## config.mk

```make
export PLATFORM = sky130hd
export DESIGN_NAME = time_set_controller
export DESIGN_NICKNAME = d
export VERILOG_FILES = /design/src/rtl/time_set_pkg.sv /design/src/rtl/time_set_controller_button_edge.sv /design/src/rtl/time_set_controller.sv
export SDC_FILE = /design/constraint.sdc
export NUM_CORES = 1
export LEC_CHECK = 0
export ABC_CLOCK_PERIOD_IN_PS = 2400
export CORE_UTILIZATION = 45
export DETAILED_ROUTE_END_ITERATION = 16
export GPL_ROUTABILITY_DRIVEN = 0
export PLACE_DENSITY = 0.7
export RECOVER_POWER = 50
export SLEW_MARGIN = 15
export SYNTH_ARGS = -nofsm -noshare
export SYNTH_HDL_FRONTEND = slang
export SYNTH_SLANG_ARGS = --single-unit
```

## constraint.sdc

```tcl
create_clock -name i_clk -period 2.4 [get_ports i_clk]
set_clock_uncertainty 0.05 [all_clocks]
set_input_delay 0.48 -clock i_clk [delete_from_list [all_inputs] [get_ports i_clk]]
set_output_delay 0.48 -clock i_clk [all_outputs]
set_load 0.05 [all_outputs]
```

## src/rtl/time_set_pkg.sv

```systemverilog
// Shared types and limits for the clock time-set flow.
// Pure declarations; no latency or backpressure of its own.
// Field-wrapping helpers used by the edit sequencer.
package time_set_pkg;

    typedef enum logic [1:0] {
        ST_IDLE        = 2'd0,
        ST_SET_HOURS   = 2'd1,
        ST_SET_MINUTES = 2'd2,
        ST_COMMIT      = 2'd3
    } state_t;

    localparam int HOURS_W   = 5;
    localparam int MINUTES_W = 6;

    localparam logic [HOURS_W-1:0]   MAX_HOURS   = 5'd23;
    localparam logic [MINUTES_W-1:0] MAX_MINUTES = 6'd59;

    // The >= form also pulls an out-of-range captured value back to 0.
    function automatic logic [HOURS_W-1:0] next_hours(input logic [HOURS_W-1:0] h);
        return (h >= MAX_HOURS) ? '0 : h + 5'd1;
    endfunction

    function automatic logic [MINUTES_W-1:0] next_minutes(input logic [MINUTES_W-1:0] m);
        return (m >= MAX_MINUTES) ? '0 : m + 6'd1;
    endfunction

endpackage

```

## src/rtl/time_set_controller_button_edge.sv

```systemverilog
// Rising-edge detector for one debounced button level.
// Latency: pulse in the cycle the level is first seen high; no backpressure.
// The first cycle after reset is masked so a level held through reset is not an edge.
module button_edge (
    input  logic clk,
    input  logic reset,
    input  logic btn,
    output logic rise
);

    logic prev;
    logic primed;

    always_ff @(posedge clk) begin
        if (reset) begin
            prev   <= 1'b0;
            primed <= 1'b0;
        end else begin
            prev   <= btn;
            primed <= 1'b1;
        end
    end

    assign rise = btn & ~prev & primed;

endmodule

```

## src/rtl/time_set_controller.sv

```systemverilog
// Time-set sequencer: button edges walk IDLE/SET_HOURS/SET_MINUTES/COMMIT, one-cycle load on commit.
// Latency: edge sampled in cycle N acts in N+1; display mux lags its sources by one cycle; no backpressure.
// Optional AUTO_REPEAT_EN macro enables hold-to-repeat on the increment button.
module time_set_controller
    import time_set_pkg::*;
#(
    parameter int HOLD_STBS    = 4,
    parameter int TIMEOUT_STBS = 80
) (
    input  logic                 i_clk,
    input  logic                 i_reset,
    input  logic                 i_stb,
    input  logic                 i_btn_set,
    input  logic                 i_btn_inc,
    input  logic                 i_btn_fmt,
    input  logic [HOURS_W-1:0]   i_hours,
    input  logic [MINUTES_W-1:0] i_minutes,
    output logic                 o_12h_mode,
    output logic [HOURS_W-1:0]   o_disp_hours,
    output logic [MINUTES_W-1:0] o_disp_minutes,
    output logic                 o_load,
    output logic [HOURS_W-1:0]   o_load_hours,
    output logic [MINUTES_W-1:0] o_load_minutes,
    output logic [MINUTES_W-1:0] o_load_seconds,
    output logic                 o_blink_hours,
    output logic                 o_blink_minutes
);

    localparam int TMO_W = $clog2(TIMEOUT_STBS + 1);

    state_t                 state;
    logic [HOURS_W-1:0]     shadow_hours;
    logic [MINUTES_W-1:0]   shadow_minutes;
    logic [TMO_W-1:0]       idle_cnt;

    logic set_rise, inc_rise, fmt_rise, any_rise;
    logic in_set, timeout_hit, repeat_tick, bump;

    button_edge u_set_edge (.clk(i_clk), .reset(i_reset), .btn(i_btn_set), .rise(set_rise));
    button_edge u_inc_edge (.clk(i_clk), .reset(i_reset), .btn(i_btn_inc), .rise(inc_rise));
    button_edge u_fmt_edge (.clk(i_clk), .reset(i_reset), .btn(i_btn_fmt), .rise(fmt_rise));

    assign any_rise    = set_rise | inc_rise | fmt_rise;
    assign in_set      = (state == ST_SET_HOURS) || (state == ST_SET_MINUTES);
    assign timeout_hit = in_set & i_stb & ~any_rise &
                         (idle_cnt == TMO_W'(TIMEOUT_STBS - 1));

`ifdef AUTO_REPEAT_EN
    localparam int HOLD_W = $clog2(HOLD_STBS + 1);
    logic [HOLD_W-1:0] hold_cnt;

    assign repeat_tick = i_stb & i_btn_inc & (hold_cnt == HOLD_W'(HOLD_STBS));

    // Any state change (set edge or timeout) restarts the hold qualification.
    always_ff @(posedge i_clk) begin
        if (i_reset) begin
            hold_cnt <= '0;
        end else if (!in_set || !i_btn_inc || set_rise || timeout_hit) begin
            hold_cnt <= '0;
        end else if (i_stb && (hold_cnt != HOLD_W'(HOLD_STBS))) begin
            hold_cnt <= hold_cnt + HOLD_W'(1);
        end
    end
`else
    // Without repeat only edges increment; HOLD_STBS is never negative so this stays 0.
    assign repeat_tick = (HOLD_STBS < 0);
`endif

    assign bump = (inc_rise | repeat_tick) & ~set_rise & ~timeout_hit;

    always_ff @(posedge i_clk) begin
        if (i_reset) begin
            idle_cnt <= '0;
        end else if (!in_set || any_rise || timeout_hit) begin
            idle_cnt <= '0;
        end else if (i_stb) begin
            idle_cnt <= idle_cnt + TMO_W'(1);
        end
    end

    always_ff @(posedge i_clk) begin
        if (i_reset) begin
            state           <= ST_IDLE;
            shadow_hours    <= '0;
            shadow_minutes  <= '0;
            o_12h_mode      <= 1'b0;
            o_disp_hours    <= '0;
            o_disp_minutes  <= '0;
            o_load          <= 1'b0;
            o_load_hours    <= '0;
            o_load_minutes  <= '0;
            o_load_seconds  <= '0;
            o_blink_hours   <= 1'b0;
            o_blink_minutes <= 1'b0;
        end else begin
            o_load <= 1'b0;
            if (fmt_rise) begin
                o_12h_mode <= ~o_12h_mode;
            end
            o_disp_hours   <= (state == ST_IDLE) ? i_hours   : shadow_hours;
            o_disp_minutes <= (state == ST_IDLE) ? i_minutes : shadow_minutes;

            case (state)
                ST_IDLE: begin
                    if (set_rise) begin
                        state          <= ST_SET_HOURS;
                        shadow_hours   <= i_hours;
                        shadow_minutes <= i_minutes;
                        o_blink_hours  <= 1'b1;
                    end
                end
                ST_SET_HOURS: begin
                    if (timeout_hit) begin
                        state         <= ST_IDLE;
                        o_blink_hours <= 1'b0;
                    end else if (set_rise) begin
                        state           <= ST_SET_MINUTES;
                        o_blink_hours   <= 1'b0;
                        o_blink_minutes <= 1'b1;
                    end else if (bump) begin
                        shadow_hours <= next_hours(shadow_hours);
                    end
                end
                ST_SET_MINUTES: begin
                    if (timeout_hit) begin
                        state           <= ST_IDLE;
                        o_blink_minutes <= 1'b0;
                    end else if (set_rise) begin
                        state           <= ST_COMMIT;
                        o_blink_minutes <= 1'b0;
                        o_load          <= 1'b1;
                        o_load_hours    <= shadow_hours;
                        o_load_minutes  <= shadow_minutes;
                        o_load_seconds  <= '0;
                    end else if (bump) begin
                        shadow_minutes <= next_minutes(shadow_minutes);
                    end
                end
                ST_COMMIT: begin
                    state <= ST_IDLE;
                end
                default: begin
                    state <= ST_IDLE;
                end
            endcase
        end
    end

endmodule
```

# [Word level (Yosys, flattened, before mapping)]
# Cells that the tools add are included.
[word_totals] elab_cells=100 inputBits=17 ff_bits=50
[classes] n_eq_ne=14 n_mux=28 magnitude_cmp=2 add_sub_neg=3 n_reduce_logical=16 bitwise=21
[ops] op="2-to-1 mux 6 bit" count=6
[ops] op="2-to-1 mux 5 bit" count=6
[ops] op="!= test 2 bit (second input constant)" count=8
[ops] op="case mux 6 bit (2 select lines)" count=1
[ops] op="AND 1 bit" count=11
[ops] op="2-to-1 mux 2 bit" count=5
[ops] op="case mux 5 bit (2 select lines)" count=1
[ops] op="AND reduction 5 bit" count=2
[ops] op="AND reduction 3 bit" count=3
[ops] op="inverter 1 bit" count=8
[ops] op="case mux 2 bit (4 select lines)" count=1
[ops] op="adder 7 x 1 -> 7 bit (second input constant)" count=1
[ops] op="== test 7 bit (second input constant)" count=1
[ops] op="adder 6 x 1 -> 6 bit (second input constant)" count=1
[ops] op=">= comparator 6 bit (second input constant)" count=1
[ops] op="2-to-1 mux 1 bit" count=6
[ops] op="!= test 3 bit (second input constant)" count=2
[ops] op="nonzero test 2 bit" count=3
[ops] op="adder 5 x 1 -> 5 bit (second input constant)" count=1
[ops] op=">= comparator 5 bit (second input constant)" count=1
[ops] op="== test 2 bit (second input constant)" count=2
[ops] op="case mux 1 bit (2 select lines)" count=2
[ops] op="AND reduction 4 bit" count=1
[ops] op="logical OR 1 bit" count=3
[ops] op="other kinds (6)" count=7

# [Logic depth before layout (Yosys ltp)]
[depth] word_depth=14 depth_mapped=8 depth_no_buf=6

# [By module]
# From an unflattened synthesis, not the netlist that was laid out.
[unflattened] hier_cells=276 hier_area_um2=2377.3
[by_module_without_submodules] module="time_set_controller" seq_area_each_um2=920.9 cells_per_inst=261 n_inst=1 area_each_um2=2200.9
[by_module_without_submodules] module="button_edge" seq_area_each_um2=40.0 cells_per_inst=5 n_inst=3 area_each_um2=58.8

# [Least setup slack after synthesis]
# No wires, ideal clock.
[synth_timing] path_type="register to register" start="register state[0]" end="register shadow_minutes[4]" path_buffers=2 stages_incl_launch_ff=9 setup_ns=0.079 arrival_ns=1.592 path_slack_ns=0.679 synth_period_minus_slack_ns=1.721 cell_sequence="dfxtp_1 > inv_1 > ha_1 > buf_6 > and4bb_1 > and3_4 > buf_6 > a41oi_2 > a211oi_2"
[synth_via] elab_chain_len=9
[synth_rtl] item="start, declared" line_no="time_set_controller.sv:31" rtl="state_t state;"
[synth_rtl] item="start signal, assigned" line_no="time_set_controller.sv:83" rtl="state <= ST_IDLE;"
[synth_rtl] item="start signal, assigned" line_no="time_set_controller.sv:106" rtl="state <= ST_SET_HOURS;"
[synth_rtl] item="start signal, assigned" line_no="time_set_controller.sv:114" rtl="state <= ST_IDLE;"
[synth_rtl] item="== test 2 x 1 -> 1 bit / == test 2 bit (equally long branches)" line_no="time_set_controller.sv:44, time_set_controller.sv:103"
[synth_rtl] item="logical OR 1 bit" line_no="time_set_controller.sv:44" rtl="assign in_set = (state == ST_SET_HOURS) || (state == ST_SET_MINUTES);"
[synth_rtl] item="AND 1 bit (3 in a row)" line_no="time_set_controller.sv:45" rtl="assign timeout_hit = in_set & i_stb & ~any_rise &"
[synth_rtl] item="inverter 1 bit (no line)"
[synth_rtl] item="AND 1 bit" line_no="time_set_controller.sv:69" rtl="assign bump = (inc_rise | repeat_tick) & ~set_rise & ~timeout_hit;"
[synth_rtl] item="!= test 2 bit (no line)"
[synth_rtl] item="AND reduction 5 bit (no line)"
[synth_rtl] item="end signal, assigned" line_no="time_set_controller.sv:108" rtl="shadow_minutes <= i_minutes;"
[synth_rtl] item="end signal, assigned" line_no="time_set_controller.sv:136" rtl="shadow_minutes <= next_minutes(shadow_minutes);"
[synth_rtl] item="end, declared" line_no="time_set_controller.sv:33" rtl="logic [MINUTES_W-1:0] shadow_minutes;"
# Several ways; a longest one is shown, not always the timed one.
# A chain may end at the register's enable or synchronous reset.

# [Worst setup path in the final report]
[layout_timing] start="input i_btn_set" end="register idle_cnt[2]"
[layout_via] elab_chain_len=9
[layout_rtl] item="start, declared" line_no="time_set_controller.sv:13" rtl="input logic i_btn_set,"
[layout_rtl] item="AND 1 bit (*) (2 in a row)" line_no="time_set_controller_button_edge.sv:24" rtl="assign rise = btn & ~prev & primed;"
[layout_rtl] item="OR 1 bit (*) (2 in a row)" line_no="time_set_controller.sv:43" rtl="assign any_rise = set_rise | inc_rise | fmt_rise;"
[layout_rtl] item="inverter 1 bit" line_no="time_set_controller.sv:45"
[layout_rtl] item="AND 1 bit (2 in a row)" line_no="time_set_controller.sv:45"
[layout_rtl] item="logical OR 1 bit (*)" line_no="time_set_controller.sv:74" rtl="end else if (!in_set || any_rise || timeout_hit) begin"
[layout_rtl] item="OR reduction 2 bit (no line) (*)"
[layout_rtl] item="end signal, assigned" line_no="time_set_controller.sv:77" rtl="idle_cnt <= idle_cnt + TMO_W'(1);"
[layout_rtl] item="end, declared" line_no="time_set_controller.sv:34" rtl="logic [TMO_W-1:0] idle_cnt;"
# Every way passes the cells marked *; elsewhere a longest branch is shown, timed or not.

==> flow_summary.json <==
{
  "outcome": "complete, no violations",
  "grt_pass1_wl_um": 8183,
  "cts_sinks": 50,
  "route.detailed.drc": 0,
  "crit_buf_inv": 1,
  "worstPathRequired_ps": 2590,
  "grt_usage_pct": 19.34,
  "power.density_mw_per_mm2": 669.5,
  "ys_async_sr_fraction_pct": 0,
  "nets": 324,
  "wl_per_cell_um": 13.20,
  "period_needed_ps": 2025,
  "path_class": "input port to register",
  "worst-path-max-fanout": 7,
  "drt_iter0_drc": 101,
  "portBuffers": 42,
  "final_common_cell": "dfxtp_1",
  "insertion_delay_ps": 300,
  "firstDrtPassIters": 4,
  "num_rows": 25,
  "cts_tree": "built",
  "synth_edf_count": 0,
  "finalSetupTns_ps": 0,
  "worst_path_dominant_cell_family": "simple AND/OR/NAND/NOR gates",
  "die_area_mm2": 0.005495,
  "worstMarginPinSlew_ps": 981.9,
  "postRouteAntennaNets": 0,
  "die_height_um": 74.13,
  "ys_seq_area_share_pct": 42.76,
  "synthToLayoutAreaGrowth_pct": 23.46,
  "hpwl_um": 3353,
  "finalSetupViolations": 0,
  "h-tree-depth": 2,
  "slew_headroom_pct": 34.54,
  "cts_resized": 0,
  "clock_path_buffers": 2,
  "synth_seq_cells": 50,
  "drive_gt1_share_pct": 4.967,
  "ir_drop_mv": 0.3538,
  "leakagePower_nw": 1.136,
  "power.total_mw": 1.935,
  "synth_cell_types": 52,
  "finalCritPeriodShare_pct": 84.39,
  "grt_pass1_vias": 1785,
  "viasPerCell": 5.276,
  "slew_violations": 0,
  "post_cts_buffers": 0,
  "synthCells": 266,
  "coreArea_mm2": 0.004848,
  "die_x_um": 74.13,
  "cp_data_arrival_time_ps": 2220,
  "wirelength_um": 4871,
  "final_cell_mix": "dfxtp_1 (50), clkdlybuf4s50_1 (40), nand2_1 (32)",
  "synthFlopType": "dfxtp_1",
  "grt_overflow_total": 0,
  "drv_cap": 0,
  "cp_cell_sequence": "dlygate4sd3_1, nand2b_1, a21boi_0, or4b_1, nor2_1",
  "vias": 1947,
  "grt_max_degree": 40,
  "start_util_pct": 48.28,
  "fmax_ghz": 0.4937,
  "cpMaxStageDelayCell": "or4b_1",
  "cts_buffers": 5,
  "ctsHoldBuffers": 0,
  "start_kind": "input port",
  "max_stage_delay_ps": 680,
  "avgSynthCellArea_um2": 8.801,
  "n_antenna_cell": 0,
  "synth_warnings": 0,
  "ios": 49,
  "hold_viol_final": 0,
  "antenna_found_initial": 0,
  "synthesis.area_mm2": 0.002341,
  "cts.clk_slew.worst_paths_ps": 90,
  "cts-root-buf": "clkbuf_8",
  "rsz0062_at_grt": "false",
  "endpoint_kind": "register",
  "min_path_type": "register to register"
}
==> layout make-up <==
| class | count | area [um2] |
|---|---|---|
| Timing Repair Buffer | 47 | 450.4 |
| Fill cell | 469 | 1958 |
| Sequential cell | 50 | 1001 |
| Clock buffer | 5 | 68.82 |
| Clock inverter | 3 | 68.82 |
| Multi-Input combinational cell | 187 | 1180 |
| Inverter | 10 | 37.54 |
| Tap cell | 67 | 83.83 |
==> final timing paths <==
kind         cells past startpoint                              to  slack [ps]                      startpoint
max                              5        idle_cnt[2]$_SDFFE_PP0P_         370                       i_btn_set
min                              2  o_load_minutes[1]$_SDFFE_PP0P_         410  o_load_minutes[1]$_SDFFE_PP0P_
max reg2reg                      5           state[1]$_SDFFE_PP0P_         440           state[0]$_SDFFE_PP0P_
min reg2reg                      2  o_load_minutes[1]$_SDFFE_PP0P_         410  o_load_minutes[1]$_SDFFE_PP0P_
==> sequential cells by signal, summed over array words and instances (netlist names), 2 cells and up <==
signal and cells:
idle_cnt 7, shadow_hours 5, o_load_minutes 6, state 2, o_load_hours 5, shadow_minutes 6
o_disp_minutes 6, o_disp_hours 5
==> stage by stage <==
stage	setup WS [ps]	hold slack (ps)	util [%]	instance area, um2	cells
2_1_floorplan	678.8	421.2	-	2360	271
3_3_place_gp	250.5	391.2	57.06	2766	361
3_5_place_dp	211.1	396.3	57.06	2766	361
4_1_cts	385.6	409.4	59.90	2904	369
5_1_grt	274.9	433.1	59.61	2890	369
6_report	374.7	407.3	59.61	2890	369
==> synthesized netlist by cell type, drive strengths merged (2+ instances only) <==
library cell	count	area, um2
dfxtp	50	1001
nand2	32	120.1
nor2	26	97.59
a21oi	19	95.09
buf	14	97.59
mux2i	13	130.1
clkbuf	10	37.54
inv	10	37.54
nor3	8	40.04
nor2b	7	43.79
ha	6	75.07
o21ai	6	30.03
nand3	5	25.02
nor4	5	31.28
xor2	5	43.79
nand2b	4	25.02
xnor2	4	35.03
o211ai	3	22.52
a211oi	2	25.02
a22o	2	17.52
a41oi	2	25.03
and3	2	17.52
nand3b	2	15.01
nor3b	2	15.01
o221ai	2	17.52
o22ai	2	12.51
o311a	2	20.02
o31ai	2	15.01
==> worst register-to-register path, stage by stage, from the launching register on <==
cell	delay, ps
dfxtp_1	340
inv_1	80
ha_1	230
clkbuf_1	760
nor4_1	210
nor3_1	220
==> power by group <==
| part | total, mW | leakage, nW | internal (mW) | switching, mW |
|---|---|---|---|---|
| clock | 0.705 | 0.0683 | 0.418 | 0.288 |
| sequential | 0.903 | 0.409 | 0.868 | 0.0346 |
| combinational | 0.327 | 0.659 | 0.127 | 0.200 |
==> metal layers <==
| layer | track usage [%] | part of all wire [%] | vias to the layer above |
|---|---|---|---|
| met5 | 0 | 0 | - |
| met4 | 6.624 | 1.1 | 0 |
| met3 | 3.252 | 3.0 | 4 |
| met2 | 31.01 | 46 | 43 |
| met1 | 26.36 | 50 | 914 |
| li1 | - | - | 986 |
==> cells by family after synthesis <==
kind of cell / Yosys count / share of synthesized area, %
simple gates: 100 / 21.27
compound gates: 52 / 15.87
flops: 50 / 42.76
buf+inv: 34 / 7.376
mux: 13 / 5.558
xor+xnor: 9 / 3.367
fa+ha+maj: 7 / 3.634
other cells: 1 / 0.1602
No activity file was read; power rests on OpenSTA's default activity.
